==> config.mk <==
export PLATFORM = sky130hd
export DESIGN_NAME = mux_sel_arbiter
export DESIGN_NICKNAME = d
export VERILOG_FILES = /design/src/rtl/mux_sel_arbiter.sv
export SDC_FILE = /design/constraint.sdc
export NUM_CORES = 1
export LEC_CHECK = 0
export ABC_AREA = 1
export ABC_CLOCK_PERIOD_IN_PS = 2750
export CAP_MARGIN = 20
export CORE_MARGIN = 2
export CORE_UTILIZATION = 25
export DETAILED_ROUTE_END_ITERATION = 6
export HOLD_SLACK_MARGIN = 0.02
export PLACE_DENSITY = 0.46
export SYNTH_ARGS = -nofsm -noshare
export SYNTH_HDL_FRONTEND = slang
export SYNTH_SLANG_ARGS = --single-unit
==> constraint.sdc <==
create_clock -name clk -period 2.75 [get_ports clk]
set_input_delay 0.55 -clock clk [delete_from_list [all_inputs] [get_ports clk]]
set_output_delay 0.55 -clock clk [all_outputs]
set_load 0.005 [all_outputs]
==> src/rtl/mux_sel_arbiter.sv <==
// mux_sel_arbiter
// Two-source round-robin arbiter with one-word holding slots, feeding the
// A/B data inputs and S select of a downstream 2:1 mux. The consumer of the
// mux output sees a valid/ready handshake (out_valid/out_ready).
//
// Ports:
//   clk, rst_n            clock, asynchronous active-low reset
//   a_valid/a_ready/a_data  source A offer / accept / word
//   b_valid/b_ready/b_data  source B offer / accept / word
//   A, B                  holding registers driven to mux inputs
//   S                     mux select (0 = A, 1 = B)
//   out_valid/out_ready   mux output handshake
//
// Build option: define MUXARB_BURST_EN to let a source keep the grant for up
// to BURST consecutive transfers while the other source waits. Without it the
// grant alternates after every transfer whenever the other slot is full.
module mux_sel_arbiter #(
    parameter int WIDTH = 2,
    parameter int BURST = 4
) (
    input  logic             clk,
    input  logic             rst_n,
    input  logic             a_valid,
    output logic             a_ready,
    input  logic [WIDTH-1:0] a_data,
    input  logic             b_valid,
    output logic             b_ready,
    input  logic [WIDTH-1:0] b_data,
    output logic [WIDTH-1:0] A,
    output logic [WIDTH-1:0] B,
    output logic             S,
    output logic             out_valid,
    input  logic             out_ready
);
    typedef enum logic [1:0] {IDLE = 2'd0, GNT_A = 2'd1, GNT_B = 2'd2} state_t;

    state_t           r_state;
    logic             r_a_full, r_b_full;
    logic             r_last;              // 0: A granted last, 1: B granted last
    logic             r_s;
    logic [WIDTH-1:0] r_a, r_b;

    logic w_xfer, w_a_rel, w_b_rel, w_a_acc, w_b_acc;
    logic w_refill, w_other_full, w_yield, w_switch;

    generate
        if (BURST < 1 || BURST > 15) begin : g_bad_burst
            $error("mux_sel_arbiter: BURST must be in 1..15");
        end
    endgenerate

    assign out_valid = (r_state != IDLE);
    assign w_xfer    = out_valid && out_ready;
    assign w_a_rel   = (r_state == GNT_A) && w_xfer;
    assign w_b_rel   = (r_state == GNT_B) && w_xfer;

    // A slot can take a new word while its current word leaves.
    assign a_ready = !r_a_full || w_a_rel;
    assign b_ready = !r_b_full || w_b_rel;
    assign w_a_acc = a_valid && a_ready;
    assign w_b_acc = b_valid && b_ready;

    // Granted-slot view: is the granted slot refilled, is the other one waiting.
    assign w_refill     = (r_state == GNT_B) ? w_b_acc  : w_a_acc;
    assign w_other_full = (r_state == GNT_B) ? r_a_full : r_b_full;

    // Hand the grant over when the other side waits and we either run dry
    // or have used up our burst allowance.
    assign w_switch = w_xfer && w_other_full && (!w_refill || w_yield);

`ifdef MUXARB_BURST_EN
    logic [3:0] r_cnt;
    logic [3:0] w_cnt_inc;

    // Saturating at BURST keeps the yield test true if the other source
    // shows up after a long solo run.
    assign w_cnt_inc = (r_cnt == 4'(BURST)) ? r_cnt : r_cnt + 4'd1;
    assign w_yield   = (w_cnt_inc == 4'(BURST));

    always_ff @(posedge clk or negedge rst_n) begin
        if (!rst_n) begin
            r_cnt <= 4'd0;
        end else if (w_xfer) begin
            r_cnt <= (w_refill && !w_switch) ? w_cnt_inc : 4'd0;
        end
    end
`else
    assign w_yield = 1'b1;
`endif

    // Holding slots. Data is never cleared by a transfer, only overwritten.
    always_ff @(posedge clk or negedge rst_n) begin
        if (!rst_n) begin
            r_a      <= '0;
            r_b      <= '0;
            r_a_full <= 1'b0;
            r_b_full <= 1'b0;
        end else begin
            if (w_a_acc) begin
                r_a      <= a_data;
                r_a_full <= 1'b1;
            end else if (w_a_rel) begin
                r_a_full <= 1'b0;
            end
            if (w_b_acc) begin
                r_b      <= b_data;
                r_b_full <= 1'b1;
            end else if (w_b_rel) begin
                r_b_full <= 1'b0;
            end
        end
    end

    // Grant FSM. S and last only change when a grant is (re)issued, so
    // they are frozen through stalls and S holds in IDLE.
    always_ff @(posedge clk or negedge rst_n) begin
        if (!rst_n) begin
            r_state <= IDLE;
            r_s     <= 1'b0;
            r_last  <= 1'b1;   // A wins the first tie
        end else begin
            case (r_state)
                IDLE: begin
                    if (r_a_full && (!r_b_full || r_last)) begin
                        r_state <= GNT_A;
                        r_s     <= 1'b0;
                        r_last  <= 1'b0;
                    end else if (r_b_full) begin
                        r_state <= GNT_B;
                        r_s     <= 1'b1;
                        r_last  <= 1'b1;
                    end
                end
                GNT_A: begin
                    if (w_switch) begin
                        r_state <= GNT_B;
                        r_s     <= 1'b1;
                        r_last  <= 1'b1;
                    end else if (w_xfer && !w_a_acc) begin
                        r_state <= IDLE;
                    end
                end
                GNT_B: begin
                    if (w_switch) begin
                        r_state <= GNT_A;
                        r_s     <= 1'b0;
                        r_last  <= 1'b0;
                    end else if (w_xfer && !w_b_acc) begin
                        r_state <= IDLE;
                    end
                end
                default: r_state <= IDLE;
            endcase
        end
    end

    assign A = r_a;
    assign B = r_b;
    assign S = r_s;

endmodule

# Word level (Yosys, flattened, before mapping)
# Index checks and enable logic that the tools add are counted.
# totals
output_inout_bits	8
input_bits	9
reg_bits	10
# op_classes
n_reduce_logical	23
n_eq_ne	7
mux	17
# ops
op	count
2-bit two-way mux	6
1-bit logical AND	9
1-bit two-way mux	9
3-bit by 2-bit inequality test with 1-bit output, second input constant	2
2-bit one-hot mux with 3 select lines	1
2-bit nonzero test	3
1-bit logical NOT	4
2-bit inequality test, second input constant	2
4-bit AND reduction	1
1-bit logical OR	3
3-bit inequality test, second input constant	1
1-bit one-hot mux with 3 select lines	1
3-bit AND reduction	1
3-bit nonzero test	1
2-bit by 1-bit == test with 1-bit output, second input constant	1
2-bit == test, second input constant	1
2-bit logical NOT	1

# Longest topological paths before layout
# Gate-level depths: netlist of run 1.
# depth
ltp_word	10
depth_mapped	11

# Least setup slack after synthesis of run 1
# Ideal clock, no wire load.
# synth_path
kind	register -> output
startpoint	reg r_state[0]
endpoint	out a_ready
stages_incl_launch_ff	6
path_buffers	0
slack_ps	1281
arrival_ps	919
cell_sequence	dfrtp_1 inv_1 ha_1 inv_2 nand3_1 nand2_2
# synth_via
elab_chain_cells	4
word_cells_on_any_way	5
classes_between	eq/ne: 1; reduce/logical: 4
# synth_rtl
element	line_no	source
from (decl)	37	state_t r_state;
from (signal assigned)	118	r_state <= IDLE;
from (signal assigned)	125	r_state <= GNT_A;
from (signal assigned)	129	r_state <= GNT_B;
2-bit nonzero test	52	assign out_valid = (r_state != IDLE);
via out_valid	32	output logic out_valid,
1-bit logical AND	53	assign w_xfer = out_valid && out_ready;
1-bit logical AND	54	assign w_a_rel = (r_state == GNT_A) && w_xfer;
1-bit logical OR	58	assign a_ready = !r_a_full || w_a_rel;
to (decl)	24	output logic a_ready,
# The timed path passes the listed nets, and every way through them passes these cells.

# Final worst setup path of run 1
# layout_path
startpoint	in out_ready
endpoint	out a_ready
# layout_via
elab_chain_cells	3
# layout_rtl
element	line_no	source
from (decl)	33	input logic out_ready
1-bit logical AND	53	
1-bit logical AND	54	
1-bit logical OR	58	
# Every way passes these cells.

==> run metrics, run 1 <==
synth cell count leaders nand2_1, dfrtp_1, inv_1; dominant synthesized flop cell dfrtp_1; EDFF count, synth 0; Area Growth Syn to Fin 37.9%; Worst Hold Launch r_last; Detailed Place HPWL 1.01 mm; Setup crit end a_ready; Sequential Area 251 sq um; antenna violations before repair 0; Pwr per Cell Area roughly 1100 nW/um^2; yosys synthesis warning count 0; max incr delay on CP slightly above 500 ps; DRC Markers 0; DR vias 532; Routed WL per cell between 10 and 15 um; met3 WL approximately 53 um; most numerous cell in the Yosys netlist nand2_1; WL met1 around 600 um; Async S/R FF share, synth 100%; hold path depth 2; hold_buf cts 0; Worst Path Arrival 1780 ps; fin crit share 84.8%; synthesized cell area around 610 sq um; worst path required time 2200 ps; flops & latches, synth 10; total track usage 10.9%; CP max FO 3; fin nets ~110; synth top area cells dfrtp_1, nand2_1, ha_1; VDD IR max 0.000446 V; largest family of logic cells by synthesized area simple AND/OR/NAND/NOR gates; core box area 2250 sq um; input/output buffers 16; CTS tree built; setup slack, reg-to-reg 1210 ps; Die Y 53.4 um; GRT overflow 0; CP cell instances clkdlybuf4s50_1 -> nand3_1 -> nand2_2 -> clkdlybuf4s50_1; first-pass GRT wire length 2.16 mm; total negative slack 0 ps; CTS buffer count 3; critical path class primary input to output pin; via/cell ratio roughly 4.5; leakage 0.410 nW; multi-input logic area ~320 sq um; die area 2850 sq um; ratio of cells with drive above 1 in the final layout 20.9%; mux contribution to synthesized area 7.38%; row count 17; Die Wd between 50 and 60 um; largest net degree at the start of global routing 11; Clock Skew 4.58 ps; Compound-Gate Fraction of Synth Area 4.51%; fin. max-slew vios 0; Finished Cell Area 842 sq um; final hold violation count 0; Synth Area in Simple Gates 32.6%; RSZ-0062 raised after global routing false; Worst-Margin Slew 465 ps; starting density of the core 27.1%; Seq/Total Area, Yosys between 40% and 50%; unique cell type count in the Yosys netlist 18; ANT cells 0; Post-CTS Repair Setup Buffers 0; Layout Utilization 37.3%; highest metal used met4; Max stage delay cell, worst path clkdlybuf4s50_1; placed cell areas between 800 and 900 sq um; status complete, no violations; root buffer cell clkbuf_4; Post-Route WL 1.25 mm; Worst-path clk slew 70 ps; Iteration-0 DRC Markers 12; Synth top area share 36.9%; IO Pins 17; crit path launch out_ready; syn_area_per_cell 8.60 sq um; max cap viols 0; Worst-Skew Late Latency 260 ps; fill cell count 246; cell count after synthesis 71; Clock Sink Count 10; Slew headroom ~69%; Synth Area in XOR/XNOR 0%; routed wl met2 just under 600 um; largest area contributor in the netlist dfrtp_1; Resized Gates After CTS 0; worst min-delay path category flip-flop to flip-flop; syn_nets 84; min cycle time layout 2330 ps; First-pass DRT Iterations 4; fmax 429 MHz; H-tree depth 1; Final setup viols 0; GP Congestion 0.789; CP endpoint kind output pin; R2R cell count 8; crit start category primary input; clock buffer depth 2; worst r2r src r_state[0]; vias in the first global route 505; R2R Path End S; most frequent CP cell clkdlybuf4s50_1; Post-DRT Antenna Nets 0; post-synthesis adder-cell area fraction 8.20%
-- sequential cells by signal, summed over array words and instances (netlist names) --
| register | count |
|---|---|
| S | 1 |
| B | 2 |
| r_state | 2 |
| A | 2 |
| r_b_full | 1 |
| r_a_full | 1 |
| r_last | 1 |
-- layout make-up --
cell class,count,share of cell area [%]
inverters,10,4.46
clock buffers,4,4.31
flip-flops and latches,10,29.9
multi-input cells,51,38.2
repair buffers,16,19.0
well taps,28,4.16
-- kinds of logic (layout without fill, tap and decap cells) --
logic type | after synthesis | count (layout)
adder cells (fa/ha/maj) | 4 | 4
flip-flops | 10 | 10
AO/OA/AOI/OAI | 5 | 5
buffers and inverters | 10 | 30
AND/OR/NAND/NOR | 38 | 38
multiplexers | 4 | 4
-- stage by stage --
stage	cells	setup WS, ps	hold slack (ps)	power (mW)
4_1_cts	119	406	471	0.964
6_report	119	418	468	0.946
5_1_grt	119	304	483	1.05
3_5_place_dp	115	418	460	0.823
3_3_place_gp	115	406	453	0.826
2_1_floorplan	71	1280	254	0.614
-- report_power, final --
group / leakage (nW) / internal (mW) / total [mW] / switching, mW
Combinational: 0.273 / 0.266 / 0.546 / 0.280
Sequential: 0.116 / 0.225 / 0.269 / 0.0438
Clock: 0.0210 / 0.0803 / 0.131 / 0.0508
Total: 0.410 / 0.572 / 0.946 / 0.374
-- layout by cell type, fill, tap and decap left out --
master,n
dfrtp_1,9
o21bai_1,1
clkbuf_4,3
nand4_1,3
inv_1,8
nand2_1,18
dfstp_2,1
nand2_2,6
nand3_2,2
o21ai_0,1
nand3_1,3
a21oi_1,3
clkdlybuf4s50_1,16
nor2_1,2
clkbuf_8,1
mux2_1,4
nand2_4,1
or2_4,1
ha_1,4
nor2_2,2
inv_2,2
-- worst max-delay path: cells and delay by family --
kind	cells	cell delay, ps
buffers and inverters	2	1020
AND/OR/NAND/NOR	2	200
-- routing by layer --
layer	up-vias	track usage, %
met5	-	0
met4	0	7.69
met3	2	1.69
met2	14	15.8
met1	247	14.5
li1	269	-
-- worst min path at each step --
| stage | end | slack (ps) |
|---|---|---|
| 2_1_floorplan | A[0] | 250 |
| 3_3_place_gp | r_last | 450 |
| 3_5_place_dp | r_last | 460 |
| 4_1_cts | r_last | 470 |
| 5_1_grt | r_last | 480 |
| 6_report | r_last | 470 |
Power figures use the tool's default switching activity.
==> run 2, diff against run 1 <==
ABC_CLOCK_PERIOD_IN_PS = 1950   (was 2750)
PLACE_DENSITY = 0.48   (was 0.46)
clock period = 1.95 ns   (was 2.75 ns; I/O delays follow)
==> run metrics, run 2 (synthesized netlist as in run 1, its figures left out) <==
placed cells 118; Final setup viols 0; vias in the first global route 555; clock buffer depth 2; Worst-Margin Slew around 470 ps; starting density of the core around 27%; Iteration-0 DRC Markers 8; ANT cells 0; CP endpoint kind output pin; Clock Sink Count 10; GP Congestion 0.832; Clock Skew 3.33 ps; fin. max-slew vios 0; critical path class flip-flop to output pin; most frequent cells in the layout nand2_1, clkdlybuf4s50_1, dfrtp_1; VDD IR max 0.000695 V; Worst Path Arrival 1440 ps; DR vias 538; Finished Cell Area 926 sq um; CTS buffer count 3; placed cell areas 828 sq um; hold_buf cts 0; Routed WL per cell about 11 um; leakage 0.448 nW; Post-DRT Antenna Nets 0; largest net degree at the start of global routing 11; fmax 545 MHz; Worst-Skew Late Latency 260 ps; RSZ-0062 raised after global routing false; DRC Markers 0; total track usage 12.8%; H-tree depth 1; commonest non-fill, non-tap cell in the layout nand2_1; antenna violations before repair 0; Worst-path clk slew 70 ps; Pwr per Cell Area 1590 nW/um^2; CTS tree built; CP max FO 3; GRT overflow 0; Finished Layout Cells 126; worst path required time 1560 ps; worst min-delay path category primary input to asynchronous set/reset pin; die area 2850 sq um; fin crit share 94.0%; Die Wd 53.4 um; ratio of cells with drive above 1 in the final layout 31.6%; core box area between 2000 and 2500 sq um; first-pass GRT wire length 2.52 mm; max cap viols 0; via/cell ratio 4.27; input/output buffers 16; row count 17; status complete, no violations; root buffer cell clkbuf_4; overall power approximately 1.5 mW; Detailed Place HPWL 1.02 mm; final hold violation count 0; Die Y 53.4 um; IO Pins 17; Area Growth Syn to Fin 51.6%; worst hold slack 446 ps; fin nets 112; crit start category flip-flop; Slew headroom 68.6%; min cycle time layout 1830 ps; Post-Route WL 1.33 mm; First-pass DRT Iterations 4
-- run 2: cell count changes in the layout (fill, tap and decap cells not counted), sizes merged --
| cell | before | now |
|---|---|---|
| clkdlybuf4s15 | 0 | 1 |
| buf | 0 | 7 |
| clkdlybuf4s50 | 16 | 14 |
| dlygate4sd2 | 0 | 1 |
-- run 2: layout make-up --
| cell class | count | area (sq um) |
|---|---|---|
| tap | 28 | 35.0 |
| timing repair buffer | 23 | 211 |
| sequential | 10 | 251 |
| fill | 252 | 1330 |
| multi-input combinational | 51 | 354 |
| inverter | 10 | 37.5 |
| clock buffer | 4 | 36.3 |
-- run 2: worst max-delay path: stages (launching register included) --
cell	delay (ps)
dfrtp_1	370
inv_2	60
ha_2	190
inv_2	70
clkdlybuf4s50_1	490
-- run 2: stage by stage --
step | setup WS (ps) | utilization [%] | TNS (ps)
global placement | -72.0 | 36.7 | -106
detailed placement | -71.0 | 36.7 | -96.5
CTS | 32.2 | 40.8 | 0
floorplan | 538 | - | 0
finish | 117 | 41.1 | 0
global route | 11.1 | 41.1 | 0
-- run 2: power breakdown --
group / leakage [nW] / internal [mW] / switching [mW]
Combinational: 0.311 / 0.465 / 0.443
Clock: 0.0210 / 0.113 / 0.0740
Sequential: 0.116 / 0.318 / 0.0554
Total: 0.448 / 0.896 / 0.572
-- run 2: path summary, 6_finish.rpt --
path                            start         to  slack, ps  cells past startpoint
min in group clk               r_last     r_last        470                      2
hold reg to reg                r_last     r_last        470                      2
setup / recovery           r_state[0]  out_valid        120                      4
max in group asynchronous       rst_n     r_last       1160                      1
setup reg to reg           r_state[0]       A[1]        330                      8
hold / removal                  rst_n          S        450                      1
-- run 2: what timing repair did --
item | CTS | global route
resized for setup | 8 | 2
setup buffers | 4 | 0
setup endpoints to repair | 3 | 1
pin swaps | 2 | 0
-- run 2: metal layers --
layer | GRT usage (%) | share of wire [%]
met1 | 16.7 | 50
met4 | 7.69 | 1.2
met3 | 3.11 | 4.4
met2 | 18.7 | 45
met5 | 0 | 0
